==> src/rtl/mac_column_sequencer.sv <==
// Sequences a bit-column MAC through one weight tile: zero-flush, clear, NUM_COLS columns, drain, result pulse.
// Latency: start to result_valid is NUM_COLS+4 cycles plus bubbles; descriptors are backpressured via cfg_ready (RUN only).
module mac_column_sequencer #(
    parameter int DATA_WIDTH    = 8,
    parameter int VEC_LENGTH    = 16,
    parameter int NUM_COLS      = 8,
    parameter int MUX_SEL_WIDTH = $clog2(VEC_LENGTH) + 1,
    parameter int SUM_ACT_WIDTH = $clog2(VEC_LENGTH) + DATA_WIDTH
) (
    input  logic                                          clk,
    input  logic                                          reset,
    input  logic                                          start,
    input  logic [2*(SUM_ACT_WIDTH-1)-1:0]                tile_sum_act,
    output logic                                          busy,
    input  logic                                          cfg_valid,
    output logic                                          cfg_ready,
    input  logic [(VEC_LENGTH/2)*(MUX_SEL_WIDTH-1)-1:0]   cfg_act_sel,
    input  logic [MUX_SEL_WIDTH-1:0]                      cfg_hamming_sel,
    input  logic                                          cfg_hamming_sign,
    input  logic [2:0]                                    cfg_mul_const,
    input  logic                                          cfg_is_shift_mul,
    input  logic [1:0]                                    cfg_skip_zero,
    output logic                                          mac_en,
    output logic                                          mac_clear,
    output logic [(VEC_LENGTH/2)*(MUX_SEL_WIDTH-1)-1:0]   mac_act_sel,
    output logic [MUX_SEL_WIDTH-1:0]                      mac_hamming_sel,
    output logic                                          mac_hamming_sign,
    output logic [2:0]                                    mac_mul_const,
    output logic                                          mac_is_shift_mul,
    output logic [1:0]                                    mac_skip_zero,
    output logic [2*(SUM_ACT_WIDTH-1)-1:0]                mac_sum_act,
    output logic [2:0]                                    mac_column_idx,
    output logic                                          mac_is_msb,
    output logic                                          result_valid
);

    localparam int LANE_W = MUX_SEL_WIDTH - 1;
    localparam int LANES  = VEC_LENGTH / 2;
    localparam logic [LANE_W-1:0]          LANE_ZERO    = LANE_W'(VEC_LENGTH / 2);
    localparam logic [LANES*LANE_W-1:0]    ACT_SEL_ZERO = {LANES{LANE_ZERO}};
    localparam logic [MUX_SEL_WIDTH-1:0]   HAM_SEL_ZERO = MUX_SEL_WIDTH'(VEC_LENGTH);
    localparam logic [2:0]                 LAST_COL     = 3'(NUM_COLS - 1);

    typedef enum logic [2:0] {
        S_IDLE,
        S_ZERO,
        S_CLEAR,
        S_RUN,
        S_DRAIN,
        S_DONE
    } state_t;

    state_t                          state, state_nxt;
    logic [2:0]                      col_cnt, col_cnt_nxt;
    logic [2*(SUM_ACT_WIDTH-1)-1:0]  sum_act_q;
    logic                            sum_load;

    always_ff @(posedge clk) begin
        if (reset) begin
            state     <= S_IDLE;
            col_cnt   <= 3'd0;
            sum_act_q <= '0;
        end else begin
            state   <= state_nxt;
            col_cnt <= col_cnt_nxt;
            if (sum_load) begin
                sum_act_q <= tile_sum_act;
            end
        end
    end

    assign mac_sum_act = sum_act_q;

    always_comb begin
        state_nxt        = state;
        col_cnt_nxt      = col_cnt;
        sum_load         = 1'b0;
        busy             = 1'b0;
        cfg_ready        = 1'b0;
        mac_en           = 1'b0;
        mac_clear        = 1'b0;
        result_valid     = 1'b0;
        // zero config: every mux parked on its zero input, both groups skipped
        mac_act_sel      = ACT_SEL_ZERO;
        mac_hamming_sel  = HAM_SEL_ZERO;
        mac_hamming_sign = 1'b0;
        mac_mul_const    = 3'd0;
        mac_is_shift_mul = 1'b0;
        mac_skip_zero    = 2'b11;
        mac_column_idx   = 3'd0;
        mac_is_msb       = 1'b0;

        if (reset) begin
            mac_clear = 1'b1;
        end else begin
            case (state)
                S_IDLE: begin
                    if (start) begin
                        sum_load  = 1'b1;
                        state_nxt = S_ZERO;
                    end
                end
                S_ZERO: begin
                    busy      = 1'b1;
                    mac_en    = 1'b1;
                    state_nxt = S_CLEAR;
                end
                S_CLEAR: begin
                    busy        = 1'b1;
                    mac_clear   = 1'b1;
                    col_cnt_nxt = 3'd0;
                    state_nxt   = S_RUN;
                end
                S_RUN: begin
                    busy           = 1'b1;
                    cfg_ready      = 1'b1;
                    mac_column_idx = col_cnt;
                    if (cfg_valid) begin
                        mac_en           = 1'b1;
                        mac_act_sel      = cfg_act_sel;
                        mac_hamming_sel  = cfg_hamming_sel;
                        mac_hamming_sign = cfg_hamming_sign;
                        mac_mul_const    = cfg_mul_const;
                        mac_is_shift_mul = cfg_is_shift_mul;
                        mac_skip_zero    = cfg_skip_zero;
                        mac_is_msb       = (col_cnt == LAST_COL);
                        if (col_cnt == LAST_COL) begin
                            col_cnt_nxt = 3'd0;
                            state_nxt   = S_DRAIN;
                        end else begin
                            col_cnt_nxt = col_cnt + 3'd1;
                        end
                    end
                end
                S_DRAIN: begin
                    busy      = 1'b1;
                    mac_en    = 1'b1;
                    state_nxt = S_DONE;
                end
                S_DONE: begin
                    busy         = 1'b1;
                    result_valid = 1'b1;
                    state_nxt    = S_IDLE;
                end
                default: begin
                    state_nxt = S_IDLE;
                end
            endcase
        end
    end

endmodule

==> config.mk <==
export PLATFORM = sky130hd
export DESIGN_NAME = mac_column_sequencer
export DESIGN_NICKNAME = d
export VERILOG_FILES = /design/src/rtl/mac_column_sequencer.sv
export SDC_FILE = /design/constraint.sdc
export NUM_CORES = 1
export LEC_CHECK = 0
export ABC_AREA = 1
export CORE_ASPECT_RATIO = 0.5
export CORE_MARGIN = 3
export CORE_UTILIZATION = 34
export DETAILED_ROUTE_END_ITERATION = 10
export GPL_TIMING_DRIVEN = 0
export PLACE_DENSITY = 0.87
export SLEW_MARGIN = 20
export SYNTH_ARGS = -nofsm -noshare
export SYNTH_HDL_FRONTEND = slang
export SYNTH_SLANG_ARGS = --single-unit
==> constraint.sdc <==
create_clock -name clk -period 3.9 [get_ports clk]
set_clock_uncertainty 0.05 [all_clocks]
set_input_delay 1.17 -clock clk [delete_from_list [all_inputs] [get_ports clk]]
set_output_delay 1.17 -clock clk [all_outputs]
set_load 0.01 [all_outputs]
# [Word-level counts from Yosys, hierarchy flattened]
# Cells that the tools add are included.
[totals] regBits=28 inputBits=70 out_inout_bits=75 word_cells=63
[op_classes] n_addsub=1 eq_ne=9 muxes=44 n_reduce_logical=6
[ops] op="32-bit two-way mux" n=3
[ops] op="3-bit two-way mux" n=10
[ops] op="1-bit two-way mux" n=22
[ops] op="5-bit two-way mux" n=3
[ops] op="3-bit one-hot mux with 5 select lines" n=1
[ops] op="3-bit equality test (second input constant)" n=3
[ops] op="3-bit by 2-bit equality test with 1-bit output (second input constant)" n=2
[ops] op="2-bit two-way mux" n=3
[ops] op="2-bit != test (second input constant)" n=3
[ops] op="3-bit one-hot mux with 2 select lines" n=1
[ops] op="5-bit OR reduction" n=1
[ops] op="3-bit by 1-bit adder with 3-bit output (second input constant)" n=1
[ops] op="3-bit by 1-bit equality test with 1-bit output (second input constant)" n=1
[ops] op="3-bit logical NOT" n=1
[ops] op="3-bit AND reduction" n=1
[ops] op="1-bit one-hot mux with 2 select lines" n=1
[ops] op="2-bit AND reduction" n=1
[ops] op="2-bit nonzero test" n=1
[ops] op="2-bit OR reduction" n=1

# [Logic depth before layout (Yosys ltp)]
[logic_depth] ltp_word=4 ltp_mapped=7 depth_no_buf=7

# [Worst setup path after synthesis]
# OpenSTA, ideal clock, no wires.
[synth_path] path_kind="input port to output port" from="input reset" to="output mac_act_sel[11]" t_arrival_ns=1.928 required_time_ns=2.680 slack_ns=0.752 path_stages=5 path_buffers=2 path_cell_list="buf_2 -> nor2_4 -> nand2_2 -> buf_6 -> or2_1"
[synth_via] elab_chain_len=1
[synth_rtl] element="from (decl)" line="11" text="input logic reset,"
[synth_rtl] element="32-bit two-way mux" line="93" text="if (reset) begin"
[synth_rtl] element="to (decl)" line="25" text="output logic [(VEC_LENGTH/2)*(MUX_SEL_WIDTH-1)-1:0] mac_act_sel,"
# No other way between the ends.

# [Worst setup path after layout]
[layout_path] from="input cfg_valid" to="output mac_act_sel[7]"
[layout_via] elab_chain_len=3
[layout_rtl] element="from (decl)" line="15" text="input logic cfg_valid,"
[layout_rtl] element="32-bit two-way mux" line="118" text="if (cfg_valid) begin"
[layout_rtl] element="32-bit two-way mux" line="96" text="case (state)"
[layout_rtl] element="32-bit two-way mux" line="93"
# No other way between the ends.

==> results_dict.tcl <==
set metrics [dict create \
    ctsRootBufferMaster "clkbuf_8" \
    p_leak_nw 1.60 \
    post_drt_wl_per_cell_um 12.3 \
    arrival_ns 2.59 \
    grtUsageTotal_pct 20.3 \
    r2r_end "mac_sum_act[9]" \
    hold_violations 0 \
    place_inst 502 \
    crit_type "in -> out" \
    clock-sinks 28 \
    netlist_instances 293 \
    hold_depth 2 \
    synth_fp_nets 365 \
    h-tree-depth 1 \
    grt_pass1_wl_um 9870 \
    final_antenna_net_count 0 \
    final_cell_mix "113 x clkdlybuf4s50_1, 99 x nand2_1, 88 x nor2_1, 30 x dlygate4sd2_1" \
    cts_tree "done" \
    grt_pass1_vias 2189 \
    hpwl_um 5100 \
    yosysSeqAreaShare_pct 33.3 \
    critPathCapture "mac_act_sel[7]" \
    initial_core_util_pct 36.8 \
    rsz0062_at_grt "false" \
    fp.dieW_um 105 \
    via_per_inst 4.43 \
    tns_ns 0 \
    coreArea_um2 4570 \
    tightest_slew_ns 0.399 \
    drt-met1-wl_um 2330 \
    status "finished clean" \
    synth_edf_count 0 \
    synth-async-reset-ratio_pct 0 \
    power.total_uw 948 \
    peakVddDrop_mv 0.163 \
    met2_length_um 3490 \
    rr_worst_depth 6 \
    ys_types 22 \
    syn_avg_cell_area_um2 5.74 \
    reg2reg_slack_ns 2.48 \
    pin_count 145 \
    critPathLaunchType "input port" \
    clockBufferDepth 2 \
    postCtsSetupRepairBufs 0 \
    drv_cap 0 \
    ys_ff_latch 28 \
    netlist_area_um2 1680 \
    place_congestion 0.845 \
    vias 2238 \
    relSlewSlack_pct 73.4 \
    placed_area_um2 3200 \
    fin_crit_sh_pct 97.7 \
    grt_overflow 0 \
    stdcell_count 505 \
    synth-main-ff-cell "dfxtp_1" \
    drt-total-wl_um 6210 \
    cts_buffers 3 \
    die_h_um 55.7 \
    stdcell_area_um2 3260 \
    power.density_nw_per_um2 290 \
    worstSkewPairLatency_ns 0.27 \
    crit_required_ns 2.68 \
    antenna_found_initial 0 \
    dieArea_um2 5880 \
    finalSetupViolations 0 \
    grt_max_degree 17 \
    nets 512 \
    max_freq_ghz 0.262 \
    crit_path_end_kind "output port" \
    drt_pass1_iterations 5 \
    drive_gt1_share_pct 6.38 \
    utilization_pct 71.4 \
    clkTransAtPathRegs_ns 0.09 \
    area_growth_syn_to_layout_pct 93.9 \
    n_antenna_cell 0 \
    drt-initial-drc-count 74 \
    top_layer "met4" \
    crit_start "cfg_valid" \
    num_rows 17 \
    path_max_fanout 10 \
    hp-class "reg -> reg" \
    finalMaxSlewViolations 0 \
    io_buffer_count 143 \
    reg2reg_from "state[1]" \
    layout_commonest_cell "clkdlybuf4s50_1" \
    wl_met3_um 320 \
    synth.yosys.warnings 0 \
    timing.final.crit_period_ns 3.81 \
    drc 0 \
]
-- critical path, stage by stage --
cell and delay, ns:
clkdlybuf4s50_1 0.50, nand2_2 0.08, buf_6 0.14, or2_1 0.21
clkdlybuf4s50_1 0.49
-- repair_timing --
action | in CTS | in global routing
endpoints found under the hold margin | 0 | 0
setup endpoints to repair | 30 | 1
hold buffers | 0 | 0
cloned | 0 | 0
resized for setup | 41 | 0
-- sequential cells by signal (all words and copies together) (netlist names) --
signal and count:
mac_sum_act 22, col_cnt 3, state 3
-- Yosys cell counts, types with 2 or more instances --
library cell | number | area [µm²]
ha_1 | 2 | 25.0
buf_4 | 2 | 15.0
nand2_1 | 99 | 372
or2_1 | 9 | 56.3
a21oi_1 | 4 | 20.0
inv_2 | 3 | 11.3
dfxtp_1 | 28 | 561
nand3_1 | 6 | 30.0
nor2_1 | 88 | 330
or2_2 | 3 | 18.8
clkbuf_1 | 3 | 11.3
nor2_4 | 2 | 22.5
inv_1 | 28 | 105
buf_2 | 7 | 35.0
buf_1 | 2 | 7.51
-- how the worst min path moves through the flow --
stage	start	end	slack, ns
after detailed placement	col_cnt[2]	col_cnt[2]	0.44
after CTS	col_cnt[2]	col_cnt[2]	0.45
after global placement	col_cnt[1]	col_cnt[1]	0.42
final	col_cnt[2]	col_cnt[2]	0.45
after floorplan	col_cnt[1]	col_cnt[1]	0.41
after global routing	col_cnt[2]	col_cnt[2]	0.49
-- logic make-up after synthesis --
| kind of cell | share of synthesized area (%) |
|---|---|
| AO/OA/AOI/OAI | 1.49 |
| adder cells (fa/ha/maj) | 1.49 |
| buffers and inverters | 11.7 |
| flip-flops | 33.3 |
| AND/OR/NAND/NOR | 52.0 |
-- layout make-up --
class | instances | area (µm²)
Fill cell | 409 | 1310
Buffer | 14 | 113
Clock buffer | 3 | 41.3
Inverter | 31 | 116
Clock inverter | 1 | 30.0
Tap cell | 66 | 82.6
Multi-Input combinational cell | 219 | 926
Timing Repair Buffer | 143 | 1390
Sequential cell | 28 | 561
-- per-stage QoR --
stage                     worst slack, ns  hold WS (ns)
after floorplan                     0.752         0.408
after global placement             -0.309         0.418
after detailed placement           -0.375         0.437
after CTS                          0.0861         0.452
after global routing               0.0307         0.491
final                              0.0885         0.448
-- report_power, final --
group,total [mW],switching [mW],internal [mW]
logic,0.368,0.172,0.196
clock network,0.226,0.0886,0.137
registers,0.354,0.0278,0.326
total,0.948,0.288,0.659
-- routing by layer --
metal,track usage [%],vias up
met5,0,-
met4,4.24,0
met3,4.06,6
met2,41.4,74
met1,21.4,1009
li1,-,1149
Power figures use the tool's default switching activity.
